## src/rtl/startup_pkg.sv

```systemverilog
// Shared types and helpers for the configuration-startup sequencer.
package startup_pkg;

  localparam int unsigned PhaseW = 3;

  typedef enum logic [PhaseW-1:0] {
    StIdle = 3'd0,
    StLock = 3'd1,
    StGts  = 3'd2,
    StGsr  = 3'd3,
    StDone = 3'd4,
    StEos  = 3'd5,
    StErr  = 3'd6
  } state_e;

  // Minimum counter width able to represent the largest cycle parameter.
  function automatic int unsigned req_cnt_w(input int unsigned gts_c, input int unsigned gsr_c,
                                            input int unsigned done_c, input int unsigned lock_t);
    int unsigned m;
    int unsigned w;
    m = gts_c;
    if (gsr_c > m) m = gsr_c;
    if (done_c > m) m = done_c;
    if (lock_t > m) m = lock_t;
    w = 1;
    while ((w < 32) && ((m >> w) != 0)) w++;
    return w;
  endfunction

endpackage

```

## src/rtl/startup_phase_cnt.sv

```systemverilog
// Clearable phase counter that saturates at a runtime limit and flags reaching it.
module startup_phase_cnt #(
  parameter int unsigned CNT_W = 8
) (
  input  logic             clk,
  input  logic             rst_n,
  input  logic             clr,
  input  logic             en,
  input  logic [CNT_W-1:0] limit,
  output logic             at_limit
);

  logic [CNT_W-1:0] cnt_q, cnt_d;

  assign at_limit = (cnt_q == limit);

  always_comb begin
    cnt_d = cnt_q;
    if (clr) begin
      cnt_d = '0;
    end else if (en && !at_limit && (cnt_q != {CNT_W{1'b1}})) begin
      cnt_d = cnt_q + CNT_W'(1);
    end
  end

  always_ff @(posedge clk) begin
    if (!rst_n) begin
      cnt_q <= '0;
    end else begin
      cnt_q <= cnt_d;
    end
  end

endmodule

```

## src/rtl/startup_seq.sv

```systemverilog
// Configuration-startup sequencer: waits for lock, releases GTS then GSR,
// raises DONE/EOS, then follows user GSR/GTS requests. Lock watchdog traps to error.
module startup_seq
  import startup_pkg::*;
#(
  parameter int unsigned N_LOCK       = 2,
  parameter int unsigned N_USR        = 1,
  parameter int unsigned GTS_CYCLES   = 4,
  parameter int unsigned GSR_CYCLES   = 3,
  parameter int unsigned DONE_CYCLES  = 2,
  parameter int unsigned LOCK_TIMEOUT = 16,
  parameter int unsigned CNT_W        = 8
) (
  input  logic              clk,
  input  logic              rst_n,
  input  logic              start,
  input  logic [N_LOCK-1:0] locked,
  input  logic [N_USR-1:0]  usr_done,
  input  logic              gsr_req,
  input  logic              gts_req,
  output logic              gts_out,
  output logic              gsr_out,
  output logic              done,
  output logic              eos,
  output logic [PhaseW-1:0] phase,
  output logic              timeout_err
);

  localparam int unsigned ReqW = req_cnt_w(GTS_CYCLES, GSR_CYCLES, DONE_CYCLES, LOCK_TIMEOUT);

  if (CNT_W < ReqW) begin : g_cnt_w_check
    $error("startup_seq: CNT_W too narrow for the cycle parameters");
  end
  if (N_LOCK < 1 || N_USR < 1 || GTS_CYCLES < 1 || GSR_CYCLES < 1 || DONE_CYCLES < 1)
  begin : g_param_check
    $error("startup_seq: illegal zero-sized parameter");
  end

  localparam logic [CNT_W-1:0] GtsLim  = CNT_W'(GTS_CYCLES - 1);
  localparam logic [CNT_W-1:0] GsrLim  = CNT_W'(GSR_CYCLES - 1);
  localparam logic [CNT_W-1:0] DoneLim = CNT_W'(DONE_CYCLES - 1);
  // With the watchdog disabled the lock limit is parked at all-ones and never acted on.
  localparam logic [CNT_W-1:0] LockLim =
      (LOCK_TIMEOUT == 0) ? {CNT_W{1'b1}} : CNT_W'(LOCK_TIMEOUT - 1);

  state_e state_q, state_d;
  logic   gts_q, gts_d;
  logic   gsr_q, gsr_d;
  logic   done_q, done_d;
  logic   eos_q, eos_d;
  logic   err_q, err_d;

  logic             cnt_clr;
  logic             cnt_en;
  logic [CNT_W-1:0] cnt_limit;
  logic             at_limit;

  startup_phase_cnt #(
    .CNT_W(CNT_W)
  ) u_phase_cnt (
    .clk     (clk),
    .rst_n   (rst_n),
    .clr     (cnt_clr),
    .en      (cnt_en),
    .limit   (cnt_limit),
    .at_limit(at_limit)
  );

  always_comb begin
    state_d   = state_q;
    gts_d     = gts_q;
    gsr_d     = gsr_q;
    done_d    = done_q;
    eos_d     = eos_q;
    err_d     = err_q;
    cnt_en    = 1'b0;
    cnt_limit = {CNT_W{1'b1}};

    unique case (state_q)
      StIdle: begin
        if (start) state_d = StLock;
      end
      StLock: begin
        cnt_en    = 1'b1;
        cnt_limit = LockLim;
        // Lock takes priority over a coincident watchdog expiry.
        if (&locked) begin
          state_d = StGts;
        end else if ((LOCK_TIMEOUT != 0) && at_limit) begin
          state_d = StErr;
          err_d   = 1'b1;
        end
      end
      StGts: begin
        cnt_en    = 1'b1;
        cnt_limit = GtsLim;
        if (at_limit) begin
          gts_d   = 1'b0;
          state_d = StGsr;
        end
      end
      StGsr: begin
        cnt_en    = 1'b1;
        cnt_limit = GsrLim;
        if (at_limit) begin
          gsr_d   = 1'b0;
          state_d = StDone;
        end
      end
      StDone: begin
        cnt_en    = 1'b1;
        cnt_limit = DoneLim;
        if (at_limit && (&usr_done)) begin
          done_d  = 1'b1;
          state_d = StEos;
        end
      end
      StEos: begin
        eos_d = 1'b1;
        gsr_d = gsr_req;
        gts_d = gts_req;
      end
      StErr: begin
        gts_d  = 1'b1;
        gsr_d  = 1'b1;
        done_d = 1'b0;
        eos_d  = 1'b0;
      end
      default: begin
        state_d = StIdle;
      end
    endcase

    cnt_clr = (state_d != state_q);
  end

  always_ff @(posedge clk) begin
    if (!rst_n) begin
      state_q <= StIdle;
      gts_q   <= 1'b1;
      gsr_q   <= 1'b1;
      done_q  <= 1'b0;
      eos_q   <= 1'b0;
      err_q   <= 1'b0;
    end else begin
      state_q <= state_d;
      gts_q   <= gts_d;
      gsr_q   <= gsr_d;
      done_q  <= done_d;
      eos_q   <= eos_d;
      err_q   <= err_d;
    end
  end

  assign gts_out     = gts_q;
  assign gsr_out     = gsr_q;
  assign done        = done_q;
  assign eos         = eos_q;
  assign phase       = state_q;
  assign timeout_err = err_q;

endmodule

```

## config.mk

```make
export PLATFORM = sky130hd
export DESIGN_NAME = startup_seq
export DESIGN_NICKNAME = d
export VERILOG_FILES = /design/src/rtl/startup_pkg.sv /design/src/rtl/startup_phase_cnt.sv /design/src/rtl/startup_seq.sv
export SDC_FILE = /design/constraint.sdc
export NUM_CORES = 1
export LEC_CHECK = 0
export ABC_AREA = 0
export BUFFER_PORTS_ARGS = -buffer_cell sky130_fd_sc_hd__buf_2
export CAP_MARGIN = 30
export CORE_ASPECT_RATIO = 0.9
export CORE_MARGIN = 4
export CORE_UTILIZATION = 52
export CTS_BUF_LIST = sky130_fd_sc_hd__clkbuf_4
export DETAILED_ROUTE_END_ITERATION = 16
export PLACE_DENSITY_LB_ADDON = 0.25
export SYNTH_ARGS = -nofsm -noshare
export SYNTH_HDL_FRONTEND = slang
export SYNTH_HIERARCHICAL = 1
export SYNTH_SLANG_ARGS = --single-unit
```

## constraint.sdc

```tcl
create_clock -name clk -period 3.2 [get_ports clk]
set_clock_uncertainty 0.15 [all_clocks]
set_input_delay 0.32 -clock clk [delete_from_list [all_inputs] [get_ports clk]]
set_output_delay 0.32 -clock clk [all_outputs]
set_load 0.02 [all_outputs]
```

Word level (Yosys, flattened, before mapping)

Cells that the tools add are included.

Add/subtract/negate cells: 1
Equal/unequal tests: 12
Muxes and demuxes: 15
Bitwise logic cells: 2
Reductions and logical operators: 17

Operators with widths:

| cell                  | count |
|---|---|
| $pmux W8 S4           | 1 |
| $mux W3               | 6 |
| $pmux W3 S6           | 1 |
| $eq A3 B3 Y1 const B  | 3 |
| $add A8 B1 Y8 const B | 1 |
| $eq A8 B8 Y1          | 1 |
| $ne A8 B8 Y1 const B  | 1 |
| $reduce_and A2 Y1     | 4 |
| $eq A3 B2 Y1 const B  | 2 |
| $ne A2 B2 Y1 const B  | 3 |
| $pmux W1 S3           | 2 |
| $reduce_bool A3 Y1    | 2 |
| $pmux W1 S2           | 2 |
| $reduce_bool A2 Y1    | 2 |
| $reduce_or A2 Y1      | 2 |
| $reduce_or A4 Y1      | 1 |
| $eq A3 B1 Y1 const B  | 1 |
| $logic_and A1 B1 Y1   | 3 |
| $logic_not A3 Y1      | 1 |
| $mux W1               | 3 |
| $ne A3 B3 Y1          | 1 |
| $reduce_and A3 Y1     | 1 |
| $not A1 Y1            | 2 |
| $logic_not A1 Y1      | 1 |

Flip-flop bits (word level): 16
Input port bits: 8
Output and inout bits: 8
Word-level logic and storage cells: 54

Logic depth before layout (Yosys ltp)

Depth after elaboration: 8
Depth in mapped cells: 16
Mapped depth without buffers: 14

Cells and area by module

Netlist, hierarchy kept.

By module, submodules not included:

| module            | times used | cells an instance | area an instance (um^2) | seq. area each (um^2) |
|---|---|---|---|---|
| startup_phase_cnt | 1          | 64                | 518.0                   | 160.2 |
| startup_seq       | 1          | 63                | 493.0                   | 160.2 |

Worst setup path after synthesis

Ideal clock, no wire load.

Path type: flip-flop to flip-flop
From: reg state_q[1], in the netlist phase[1]
To: reg u_phase_cnt.cnt_q[3]
Setup time: 116 ps
Arrival: 2994 ps
Required time: 2934 ps
Setup slack: -60 ps
Stages on the path, launching flop included: 16
Buffers on the path: 2
Period minus slack after synthesis: 3260 ps
Cells stage by stage: dfxtp_1 > buf_4 > buf_2 > nor2_1 > xnor2_1 > inv_1 > xor2_1 > nor4_1 > nand2_1 > inv_2 > nand2_1 > a221o_1 > o221ai_2 > or2b_1 > nor2_1 > a31o_2

Elaborated cells between the ends (all ways): 25
Classes of those cells: 8 x eq/ne; 9 x mux; 8 x reduce/logical

RTL lines:

| what                                       | RTL line                | RTL |
|---|---|---|
| start: declaration                         | startup_seq.sv:46       | `state_e state_q, state_d;` |
| start signal: assignment                   | startup_seq.sv:139      | `state_q <= StIdle;` |
| start signal: assignment                   | startup_seq.sv:146      | `state_q <= state_d;` |
| $eq A3 B3 Y1, or another cell as far along | startup_seq.sv:79       | `unique case (state_q)` |
| $reduce_or A4 Y1 (no source line) (*)      | -                       |  |
| $mux W1 (*)                                | startup_seq.sv:79       |  |
| via cnt_en                                 | startup_seq.sv:54       | `logic cnt_en;` |
| $logic_and A1 B1 Y1 (*) (2 in series)      | startup_phase_cnt.sv:21 | `end else if (en && !at_limit && (cnt_q != {CNT_W{1'b1}})) begin` |
| end signal: assignment                     | startup_phase_cnt.sv:30 | `cnt_q <= cnt_d;` |
| end: declaration                           | startup_phase_cnt.sv:13 | `logic [CNT_W-1:0] cnt_q, cnt_d;` |

Mark *: on every way through the listed nets, which the timed path passes. The rest lies on a longest branch.
A chain may end at the register's enable or synchronous reset.

Final worst setup path

From: reg state_q[2], in the netlist phase[2]
To: reg u_phase_cnt.cnt_q[3]

Word-level cells in the longest chain between the ends: 8
Elaborated cells between the ends (all ways): 25
Classes of those cells: 8 x eq/ne; 9 x mux; 8 x reduce/logical

RTL lines:

| what                                                  | RTL line                              | RTL |
|---|---|---|
| $eq A3 B3 Y1, or another cell as far along            | startup_seq.sv:79                     |  |
| $pmux W8 S4 (*)                                       | startup_seq.sv:79                     |  |
| via cnt_limit[1]                                      | startup_seq.sv:55                     | `logic [CNT_W-1:0] cnt_limit;` |
| $eq A8 B8 Y1 (*)                                      | startup_phase_cnt.sv:15               | `assign at_limit = (cnt_q == limit);` |
| via at_limit                                          | startup_seq.sv:56                     | `logic at_limit;` |
| $mux W3 / $logic_and A1 B1 Y1 (equally long branches) | startup_seq.sv:89, startup_seq.sv:113 |  |
| $mux W3, on equally long branches                     | startup_seq.sv:87, startup_seq.sv:113 |  |
| $pmux W3 S6 (*)                                       | startup_seq.sv:79                     |  |
| $ne A3 B3 Y1 (*)                                      | startup_seq.sv:134                    | `cnt_clr = (state_d != state_q);` |
| via cnt_clr                                           | startup_seq.sv:53                     | `logic cnt_clr;` |
| $reduce_or A2 Y1 (no source line) (*)                 | -                                     |  |

Marks and branches as above.

==> results <==
- The die is roughly 54 µm wide.
- The first global-routing pass estimated 3836 µm of wire.
- 16 I/O pins were placed.
- The number of nets at the end of the flow is 158.
- The ratio of total power to cell area is 319.7 nW/µm².
- The critical path launch point type is a flip-flop.
- The dominant cell type by count on the critical path is sky130_fd_sc_hd__nand2_1.
- The flow ran to the end, and the final reports show no timing, DRC or antenna violations.
- The core region is 1752 µm².
- Detailed routing inserted a total of about 1,000 vias.
- Sequential cells burn between 50% and 60% of the power.
- Synthesis instantiated 46 different standard cells from the library.
- The pin slew with the least headroom to its limit is 0.2852 ns.
- The switching share of total power is 27.69%.
- The largest net degree at the start of global routing is 15.
- CTS built an H-tree with a depth of 1.
- The data arrival time of the critical path is 3.02 ns.
- During synthesis, Yosys emitted a total of 6 warnings.
- For this design the static power due to leakage is slightly above 0.5 nW.
- After legalization and detailed placement, the total HPWL measured roughly 1900 µm.
- The number of pins exceeding their max-slew limit in the final report came to 0.
- After clock tree synthesis, the flow added hold-fix buffers numbering 0.
- The worst setup margin is 0.2094 ns.
- Global routing consumed, over all layers together, 18.77% of the routing resources.
- Setup violations remaining at the end of the flow were counted as 0.
- Cells fill 68.14% of the core in the end.
- The per-cell routed wire length is 14.85 µm.
- The initial DRC count is 25.
- The cell count after placement is 167.
- Clock tree synthesis inserted a total of 3 buffers.
- The combined area of all synthesized cells is 1011 µm².
- Among cell families on the critical path, the largest total delay comes from simple AND/OR/NAND/NOR gates.
- Along the worst path, the maximum fanout reaches 8.
- The count of state elements after synthesis is 16.
- For this run, the top clock speed supported by timing is 0.3344 GHz.
- The count of nets left with antenna violations once routing finished came out at 0.
- The ratio of cells with drive above 1 in the final layout is 28.57%.
- The minimum clock period after layout is 2.991 ns.
- The worst setup path is captured at a flip-flop.
- The buffer depth of the longest clock path is 2.
- The die covers about 2700 µm².
- In the routed design, unresolved DRC markers number 0.
- The worst hold-check path type is primary input to flip-flop.
- The number of cells produced by synthesis is 127.
- In this run the power spent charging and discharging nets is 0.1056 mW.
- The internal power is ~0.28 mW.
- The floorplan has 14 rows.
- The number of synthesized flops with an enable pin is 0.
- From bottom edge to top edge, the die measures 49.83 µm.
- VDD sags by at most 0.0002656 V.
- The final global-route overflow total is 0.
- The count of final hold-check violations is 0.
- The total negative setup slack is 0 ns.
- The initial utilization of the core area, before any placement, comes to 57.71%.
- The later pin in the worst-skew pair is clocked with a latency of 0.29 ns.
- The number of antenna violations at the first check in global routing is 0.
- Traced cell by cell, the critical path runs through nor2b_1 -> nand2_1 -> a21boi_2 -> xor2_1 -> nor4_2 -> nand2_1 -> inv_2 -> nand2_1 -> a221o_1 -> o221ai_2 -> or2b_4 -> nor2_1 -> a31o_2.
- The tool flagged a number of max-cap violations equal to 0.
- The total buffers and inverters traversed by the critical path is 1.
- At the worst endpoint, the required time is 3.23 ns.
- When the netlist entered floorplanning its net count stood at 136.
- Averaged over all synthesized cells, the footprint is between 7 and 8 µm².
- The share of total power dissipated in the clock network is between 20% and 30%.
- Summed over all layers, the routed wires come to 2540 µm.
- The count of cells in the finished layout, fillers not included, comes to around 170.
- By startpoint and endpoint, the worst setup path is classified as flip-flop to flip-flop.
- The fraction of the yosys area taken by sequential cells is a little under a third.
- The clock transition time at the flip-flop clock pins of the worst setup and hold paths is roughly 0.080 ns.
- Of the available clock period, the critical path in the final layout requires between 90 and 100%.
- Routability-driven placement finished with a final weighted congestion of 0.9650.
- Of the total power, combinational logic draws between 10% and 20%.
- The via count normalized by instance count is 5.860.
- TritonCTS built the clock tree.
- The count of buffers added on input and output ports is 15.
- Relative to the synthesized area, the layout overhead comes to 18.07%.
- For this run, the leading register cell type out of synthesis is sky130_fd_sc_hd__dfxtp_1.
- The worst-case headroom to the max-slew limit is 80.83%.
- The library cell used as clock root buffer is sky130_fd_sc_hd__clkbuf_4.
- The via count of the first global-routing pass came to 829.
- The tightest hold path in the finished design has a slack of 0.1154 ns.
- The repair_antennas step left the layout with diodes totalling 0.
- Setup repair after global routing left no endpoint under its margin.
- Of all flip-flops after synthesis, the portion carrying an async set or reset was 0%.
- OpenSTA, run right after detailed placement, puts the worst setup slack at 0.03432 ns.
- On the critical path, the stage with the largest delay is an instance of sky130_fd_sc_hd__dfxtp_2.
- The number of sinks on the clock net is 16.
- On the worst path, the slowest cell contributes a delay of 0.38 ns.
- The first detailed-routing pass ran for 4 iterations.
[path summary, 6_finish.rpt]
kind / cells after the start / slack (ns) / end / startpoint
worst min register to register: 2 / 0.35 / eos / eos
worst min-delay path: 2 / 0.12 / gts_out / rst_n
worst max register to register: 13 / 0.21 / u_phase_cnt/cnt_q[3] / phase[2]
worst max-delay path: 13 / 0.21 / u_phase_cnt/cnt_q[3] / phase[2]
[cell families after synthesis]
group,synth area share (%)
AND/OR/NAND/NOR,27.72
AO/OA/AOI/OAI,22.65
flip-flops,31.68
buffers and inverters,6.064
XOR/XNOR,8.664
multiplexers,1.980
adder cells (fa/ha/maj),1.237
[area by class of cell]
cell class / instances / area [µm²]
clock buffers: 3 / 22.52
well taps: 24 / 30.03
inverters: 7 / 28.78
flip-flops and latches: 16 / 322.8
multi-input cells: 99 / 661.9
fillers: 145 / 558.0
repair buffers: 22 / 127.6
[cells in the final DEF, fill, tap and decap left out, drive strengths merged, types with 3 or more instances in the layout]
master and n:
and3 4, nor2 4, xor2 9, a21oi 9
o21ai 9, inv 7, nand2 18, nor2b 3
clkbuf 3, dfxtp 16, buf 22, nand3 5
[power groups by stage]
| stage | Combinational, mW | Sequential [mW] | Clock, mW |
|---|---|---|---|
| finish | 0.0702 | 0.207 | 0.104 |
| global route | 0.0765 | 0.208 | 0.112 |
| global placement | 0.0625 | 0.211 | 0 |
| CTS | 0.0649 | 0.207 | 0.105 |
| detailed placement | 0.0644 | 0.211 | 0 |
| floorplan | 0.0435 | 0.213 | 0 |
[per-layer routing]
layer  part of all wire (%)  vias up  wire [µm]  GRT usage (%)
li1                       -      500          -              -
met1                     44      456       1106          28.26
met2                     47       42       1195          26.69
met3                    8.5        4        216          5.120
met4                   0.83        0         21          2.905
met5                      0        -          0              0
[registers in the layout, indices dropped and copies added, names as in the netlist]
| register | count |
|---|---|
| timeout_err | 1 |
| u_phase_cnt/cnt_q | 8 |
| eos | 1 |
| phase | 3 |
| gts_out | 1 |
| gsr_out | 1 |
| done | 1 |
[through the flow]
step	cell area (µm²)	power, mW
floorplan	1018	0.2562
global placement	1136	0.2738
detailed placement	1136	0.2757
CTS	1159	0.3769
global route	1194	0.3960
finish	1194	0.3816
[synth_stat cells, types with 3 or more instances]
master / n / area, µm²
sky130_fd_sc_hd__nand2_1: 18 / 67.56
sky130_fd_sc_hd__dfxtp_1: 16 / 320.3
sky130_fd_sc_hd__nor2b_1: 3 / 18.77
sky130_fd_sc_hd__a21oi_1: 9 / 45.04
sky130_fd_sc_hd__inv_1: 5 / 18.77
sky130_fd_sc_hd__nor2_1: 4 / 15.01
sky130_fd_sc_hd__and3_1: 3 / 18.77
sky130_fd_sc_hd__o21ai_0: 8 / 40.04
sky130_fd_sc_hd__nand3_1: 5 / 25.02
sky130_fd_sc_hd__xor2_1: 9 / 78.83
[timing repair]
action                                  CTS  global route
endpoints found under the setup margin    1             4
setup buffers                             0             1
gates resized for setup                   1             8
pin swaps                                 0             2
(Power assumes the default switching activity.)
